===== src/rtl/vdp_pkg.sv =====
// rtl/vdp_pkg.sv - shared mode encodings and table widths for the VDP tile renderer
package vdp_pkg;

    typedef enum logic [1:0] {
        MODE_BLANK = 2'd0,
        MODE_TEST  = 2'd1,
        MODE_TILE  = 2'd2,
        MODE_SOLID = 2'd3
    } vdp_mode_e;

    localparam int PIPE_LAT     = 3;
    localparam int NAME_W       = 8;
    localparam int PAT_ADDR_W   = 11;
    localparam int COLOR_ADDR_W = 5;

    function automatic int min_int(input int a, input int b);
        return (a < b) ? a : b;
    endfunction

endpackage


===== src/rtl/vdp_delay_line.sv =====
// rtl/vdp_delay_line.sv - fixed-depth register chain for aligning side signals with the pixel pipe
module vdp_delay_line #(
    parameter int WIDTH = 1,
    parameter int DEPTH = 1
) (
    input  logic             pxclk,
    input  logic             reset_n,
    input  logic [WIDTH-1:0] din,
    output logic [WIDTH-1:0] dout
);

    logic [WIDTH-1:0] taps [DEPTH];

    always_ff @(posedge pxclk or negedge reset_n) begin
        if (!reset_n) begin
            for (int i = 0; i < DEPTH; i++) begin
                taps[i] <= '0;
            end
        end else begin
            taps[0] <= din;
            for (int i = 1; i < DEPTH; i++) begin
                taps[i] <= taps[i-1];
            end
        end
    end

    assign dout = taps[DEPTH-1];

endmodule


===== src/rtl/vdp_tile_render.sv =====
// rtl/vdp_tile_render.sv - three-stage tile/test-pattern pixel renderer with per-frame mode latch
module vdp_tile_render
    import vdp_pkg::*;
#(
    parameter int COL_W   = 11,
    parameter int ROW_W   = 10,
    parameter int H_SHIFT = 2,
    parameter int V_SHIFT = 2,
    parameter int TC_W    = 5,
    parameter int TR_W    = 5,
    parameter int COLOR_W = 3
) (
    input  logic                      pxclk,
    input  logic                      reset_n,
    input  logic                      hsync_in,
    input  logic                      vsync_in,
    input  logic                      active_in,
    input  logic [COL_W-1:0]          col_in,
    input  logic [ROW_W-1:0]          row_in,
    input  logic [1:0]                mode_in,
    input  logic [COLOR_W-1:0]        border_color,
    output logic [TR_W+TC_W-1:0]      name_addr,
    input  logic [NAME_W-1:0]         name_data,
    output logic [PAT_ADDR_W-1:0]     pat_addr,
    input  logic [7:0]                pat_data,
    output logic [COLOR_ADDR_W-1:0]   color_addr,
    input  logic [7:0]                color_data,
    output logic                      hsync_out,
    output logic                      vsync_out,
    output logic                      active_out,
    output logic [COLOR_W-1:0]        color
);

    localparam int CMP_W = min_int(TC_W, TR_W);

    logic [TC_W-1:0] c_in;
    logic [TR_W-1:0] r_in;
    logic [2:0]      ccc_in;
    logic [2:0]      rrr_in;
    logic            in_plane;

    assign c_in     = col_in[H_SHIFT+3 +: TC_W];
    assign ccc_in   = col_in[H_SHIFT +: 3];
    assign r_in     = row_in[V_SHIFT+3 +: TR_W];
    assign rrr_in   = row_in[V_SHIFT +: 3];
    assign in_plane = ((col_in >> (H_SHIFT + 3 + TC_W)) == '0) &&
                      ((row_in >> (V_SHIFT + 3 + TR_W)) == '0);

    assign name_addr = {r_in, c_in};

    // A vsync rising edge switches the mode for the pixel arriving with it.
    logic      vsync_prev;
    logic      vsync_rise;
    vdp_mode_e mode_reg;
    vdp_mode_e mode_eff;

    assign vsync_rise = vsync_in & ~vsync_prev;
    assign mode_eff   = vsync_rise ? vdp_mode_e'(mode_in) : mode_reg;

    always_ff @(posedge pxclk or negedge reset_n) begin
        if (!reset_n) begin
            vsync_prev <= 1'b0;
            mode_reg   <= MODE_TEST;
        end else begin
            vsync_prev <= vsync_in;
            mode_reg   <= mode_eff;
        end
    end

    logic [2:0] sync_d3;
    logic [2:0] ctl_d2;
    vdp_mode_e  s2_mode;
    logic       s2_active;

    vdp_delay_line #(.WIDTH(3), .DEPTH(PIPE_LAT)) u_sync_dly (
        .pxclk   (pxclk),
        .reset_n (reset_n),
        .din     ({hsync_in, vsync_in, active_in}),
        .dout    (sync_d3)
    );

    vdp_delay_line #(.WIDTH(3), .DEPTH(PIPE_LAT-1)) u_ctl_dly (
        .pxclk   (pxclk),
        .reset_n (reset_n),
        .din     ({mode_eff, active_in}),
        .dout    (ctl_d2)
    );

    assign hsync_out = sync_d3[2];
    assign vsync_out = sync_d3[1];
    assign active_out = sync_d3[0];
    assign s2_mode   = vdp_mode_e'(ctl_d2[2:1]);
    assign s2_active = ctl_d2[0];

    logic [2:0]      s1_ccc, s1_rrr, s2_ccc, s2_rrr;
    logic [TC_W-1:0] s1_c, s2_c;
    logic [TR_W-1:0] s1_r, s2_r;
    logic            s1_in_plane, s2_in_plane;

    always_ff @(posedge pxclk or negedge reset_n) begin
        if (!reset_n) begin
            s1_ccc      <= '0;
            s1_rrr      <= '0;
            s1_c        <= '0;
            s1_r        <= '0;
            s1_in_plane <= 1'b0;
            s2_ccc      <= '0;
            s2_rrr      <= '0;
            s2_c        <= '0;
            s2_r        <= '0;
            s2_in_plane <= 1'b0;
        end else begin
            s1_ccc      <= ccc_in;
            s1_rrr      <= rrr_in;
            s1_c        <= c_in;
            s1_r        <= r_in;
            s1_in_plane <= in_plane;
            s2_ccc      <= s1_ccc;
            s2_rrr      <= s1_rrr;
            s2_c        <= s1_c;
            s2_r        <= s1_r;
            s2_in_plane <= s1_in_plane;
        end
    end

    assign pat_addr   = {name_data, s1_rrr};
    assign color_addr = name_data[7:3];

    logic [TC_W+2:0]    c_ext;
    logic [COLOR_W+2:0] test_c;
    logic [COLOR_W+2:0] diag_sum;
    logic [COLOR_W-1:0] fg, bg, tile_px;
    logic               pat_bit;
    logic [COLOR_W-1:0] color_nxt;

    assign c_ext    = {3'b000, s2_c};
    assign test_c   = {{COLOR_W{1'b0}}, c_ext[2:0]};
    assign diag_sum = {{COLOR_W{1'b0}}, s2_ccc} + {{COLOR_W{1'b0}}, s2_rrr};
    assign fg       = color_data[4 +: COLOR_W];
    assign bg       = color_data[0 +: COLOR_W];
    assign pat_bit  = pat_data[3'd7 - s2_ccc];
    assign tile_px  = pat_bit ? fg : bg;

    always_comb begin
        color_nxt = '0;
        if (s2_active) begin
            unique case (s2_mode)
                MODE_BLANK: color_nxt = '0;
                MODE_TEST: begin
                    if (s2_c[CMP_W-1:0] == s2_r[CMP_W-1:0]) begin
                        color_nxt = diag_sum[COLOR_W-1:0];
                    end else begin
                        color_nxt = test_c[COLOR_W-1:0];
                    end
                end
                MODE_TILE:  color_nxt = s2_in_plane ? tile_px : border_color;
                MODE_SOLID: color_nxt = border_color;
            endcase
        end
    end

    always_ff @(posedge pxclk or negedge reset_n) begin
        if (!reset_n) begin
            color <= '0;
        end else begin
            color <= color_nxt;
        end
    end

    logic unused_bits;
    assign unused_bits = ^{color_data, c_ext, test_c, diag_sum, s2_c, s2_r};

endmodule


===== config.mk =====
export PLATFORM = sky130hd
export DESIGN_NAME = vdp_tile_render
export DESIGN_NICKNAME = d
export VERILOG_FILES = /design/src/rtl/vdp_pkg.sv /design/src/rtl/vdp_delay_line.sv /design/src/rtl/vdp_tile_render.sv
export SDC_FILE = /design/constraint.sdc
export NUM_CORES = 1
export LEC_CHECK = 0
export BUFFER_PORTS_ARGS = -buffer_cell sky130_fd_sc_hd__buf_2
export CAP_MARGIN = 20
export CORE_MARGIN = 1.5
export CORE_UTILIZATION = 24
export DETAILED_ROUTE_END_ITERATION = 8
export HOLD_SLACK_MARGIN = 0.1
export MAX_ROUTING_LAYER = met4
export PLACE_DENSITY_LB_ADDON = 0.2
export SYNTH_ARGS = -nofsm -noshare
export SYNTH_HDL_FRONTEND = slang
export SYNTH_HIERARCHICAL = 1
export SYNTH_SLANG_ARGS = --single-unit

===== constraint.sdc =====
create_clock -name pxclk -period 2.1 [get_ports pxclk]
set_input_delay 0.315 -clock pxclk [delete_from_list [all_inputs] [get_ports pxclk]]
set_output_delay 0.315 -clock pxclk [all_outputs]
set_load 0.02 [all_outputs]

==> impl_metrics.py <==
metrics = {
    "grt": {
        "grt_max_degree": 56,
        "busiest_layer": "met2",
        "grt_util_all_layers_pct": 7.89,
        "grtUsageMet3_pct": 2.83,
        "grt_util_met1_pct": 9.02,
        "antenna_found_initial": 0,
        "grt_pass1_vias": 1041,
        "overflow": 0,
        "grtUsageMet2_pct": 12.0,
        "grt_pass1_wl_mm": 4.97,
    },
    "status": {
        "run_status": "completed",
    },
    "sta": {
        "period_share_pct": 87.8,
        "min_period_ns": 1.84,
        "hold_viol": 0,
        "slew_violations": 0,
        "worst_clock_skew_ns": 0.00843,
        "max_freq_mhz": 543,
        "grt_setup_unrepaired": "false",
        "slew_headroom_pct": 55.1,
        "finalSetupViolations": 0,
        "fin_tns_setup_ns": 0,
        "worst_slew_pin_slew_ns": 0.673,
    },
    "floorplan": {
        "start_util_pct": 25.1,
        "io_pins": 87,
        "die-width_um": 93.7,
        "die_h_um": 93.7,
        "core_area_mm2": 0.00785,
        "dieArea_mm2": 0.00877,
        "rows": 32,
    },
    "cts": {
        "cts_tree": "done",
        "clk_pin_slew_ns": 0.10,
        "cts_resized": 0,
        "cts_buffers": 5,
        "htree_levels": 2,
        "clk-insertion-delay-late_ns": 0.31,
        "clock_sinks": 55,
        "postCtsSetupBuffers": 0,
        "holdBufCountCts": 4,
        "cts_max_path_buffers": 2,
        "cts-root-buf": "clkbuf_8",
    },
    "finish": {
        "largest_reg_flops": 6,
        "fin_util_pct": 30.6,
        "area_growth_pct": 21.7,
        "drive_gt1_share_pct": 40.4,
        "top_register": "u_sync_dly/taps",
        "num_antenna_cells": 0,
        "final_nets": 234,
    },
    "synthesis": {
        "avgSynthCellArea_um2": 15.5,
        "synth_warnings": 6,
        "synth_area_leader_cell": "dfrtp_1",
        "synth_area_mm2": 0.00197,
        "seq_area_frac_synth_pct": 69.8,
        "synth_top_cell_area_share_pct": 68.5,
        "yosysUniqueCellTypes": 22,
        "ys_ff_latch": 55,
        "synth_nets": 184,
        "synth.area.top_cells": "dfrtp_1, buf_4, xnor2_1",
        "syn_inst": 127,
    },
    "worst_setup_path": {
        "arrival_ns": 2.03,
        "crit_family": "multiplexers",
        "cp-end-kind": "flip-flop",
        "cp-start-kind": "flip-flop",
        "crit_required_ns": 2.29,
        "worstSetupPathType": "reg2reg",
        "cpMaxStageDelayCell": "mux4_1",
        "crit_path_cell_trace": "mux4_1, mux2i_4, mux2i_1, a211o_1, o311ai_1",
        "critPathMaxStageDelay_ns": 0.61,
        "worst-path-buf-inv": 0,
        "cp_max_fo": 3,
    },
    "detailed_routing": {
        "vias": 1032,
        "wire_per_inst_um": 11.2,
        "drc": 0,
        "drtIter0Drc": 20,
        "via_per_inst": 3.69,
        "routed_wirelength_mm": 3.14,
        "ant_nets": 0,
        "drt-pass1-iter-count": 2,
    },
    "placed_design": {
        "dp_hpwl_mm": 2.20,
        "routabilityCongestion": 0.701,
        "portBuffers": 59,
    },
    "power": {
        "ir_drop_v": 0.000274,
        "power_density_mw_per_mm2": 823,
        "power.leakage_uw": 0.00112,
    },
    "job": {
        "cap_violations": 0,
    },
    "worst_hold_path": {
        "hold_class": "in2async",
    },
}
-- cells by family (layout without fill, tap and decap cells) --
kind of cell             count (synthesis)  count (layout)  synth area share (%)
multiplexers                            10              10                  7.48
adder cells (fa/ha/maj)                  2               2                  1.65
AND/OR/NAND/NOR                         15              15                  3.80
buffers and inverters                   31              82                  11.4
flip-flops                              55              55                  69.8
AO/OA/AOI/OAI                            7               7                  2.73
XOR/XNOR                                 7               7                  3.11
-- cell usage after synthesis --
library cell   n
fa_1           1
buf_4         29
dfstp_2        1
ha_1           1
a21oi_1        1
dfrtp_1       54
mux4_1         2
nor4_1         1
nor2_1         5
mux2_2         2
nand2b_1       1
mux2i_1        5
o311ai_1       2
mux2i_4        1
a211o_1        3
nand2_1        3
nand3_1        1
inv_1          2
nand4_1        2
xnor2_1        7
o21ai_0        1
nand3b_1       2
-- stage by stage --
stage | instances | power, µW | setup slack (ns) | hold WS [ns] | instance area [µm²]
6_report | 280 | 1980 | 0.257 | 0.112 | 2400
5_1_grt | 280 | 2090 | 0.144 | 0.101 | 2400
4_1_cts | 272 | 2010 | 0.222 | 0.101 | 2320
3_5_place_dp | 260 | 1390 | 0.234 | 0.335 | 2190
3_3_place_gp | 260 | 1390 | 0.249 | 0.332 | 2190
2_1_floorplan | 127 | 1340 | 0.397 | 0.0194 | 1970
-- final timing paths --
path	from	slack (ns)	depth (start not counted)	endpoint
setup / recovery	s2_ccc[0]$_DFF_PN0_	0.26	5	color[0]$_DFF_PN0_
hold / removal	reset_n	0.11	2	s1_r[1]$_DFF_PN0_
setup reg to reg	s2_ccc[0]$_DFF_PN0_	0.26	5	color[0]$_DFF_PN0_
hold reg to reg	u_ctl_dly/taps[5]$_DFF_PN0_	0.35	0	u_ctl_dly/dout[2]$_DFF_PN0_
max in group asynchronous	reset_n	1.52	2	u_ctl_dly/taps[5]$_DFF_PN0_
min in group pxclk	col_in[4]	0.12	1	s1_ccc[2]$_DFF_PN0_
-- layout make-up --
cell class,count,area [µm²]
clock buffers,5,68.8
clock inverters,3,26.3
fillers,817,5450
inverters,2,7.51
multi-input cells,41,370
flip-flops and latches,55,1380
well taps,102,128
repair buffers,72,423
-- where the power goes --
part / total, µW / internal [µW] / switching, µW
Sequential: 1160 / 1130 / 32.4
Clock: 602 / 246 / 356
Combinational: 213 / 104 / 109
-- cell usage in the layout (no fill, tap or decap), drive strengths merged --
cell and n:
xnor2 7, inv 4, nand2 3, mux4 2
o311ai 2, mux2i 6, nand2b 1, nand3 1
clkinv 1, dfrtp 54, ha 1, fa 1
buf 60, nor4 1, nand4 2, clkbuf 5
nor2 5, nand3b 2, dlygate4sd3 12, a21oi 1
dfstp 1, a211o 3, mux2 2, o21ai 1
-- layer usage --
metal,wire length [µm],vias to the layer above
met2,1480,43
li1,-,493
met5,0,-
met4,112,0
met1,1290,475
met3,259,21
Power figures use the tool's default switching activity.
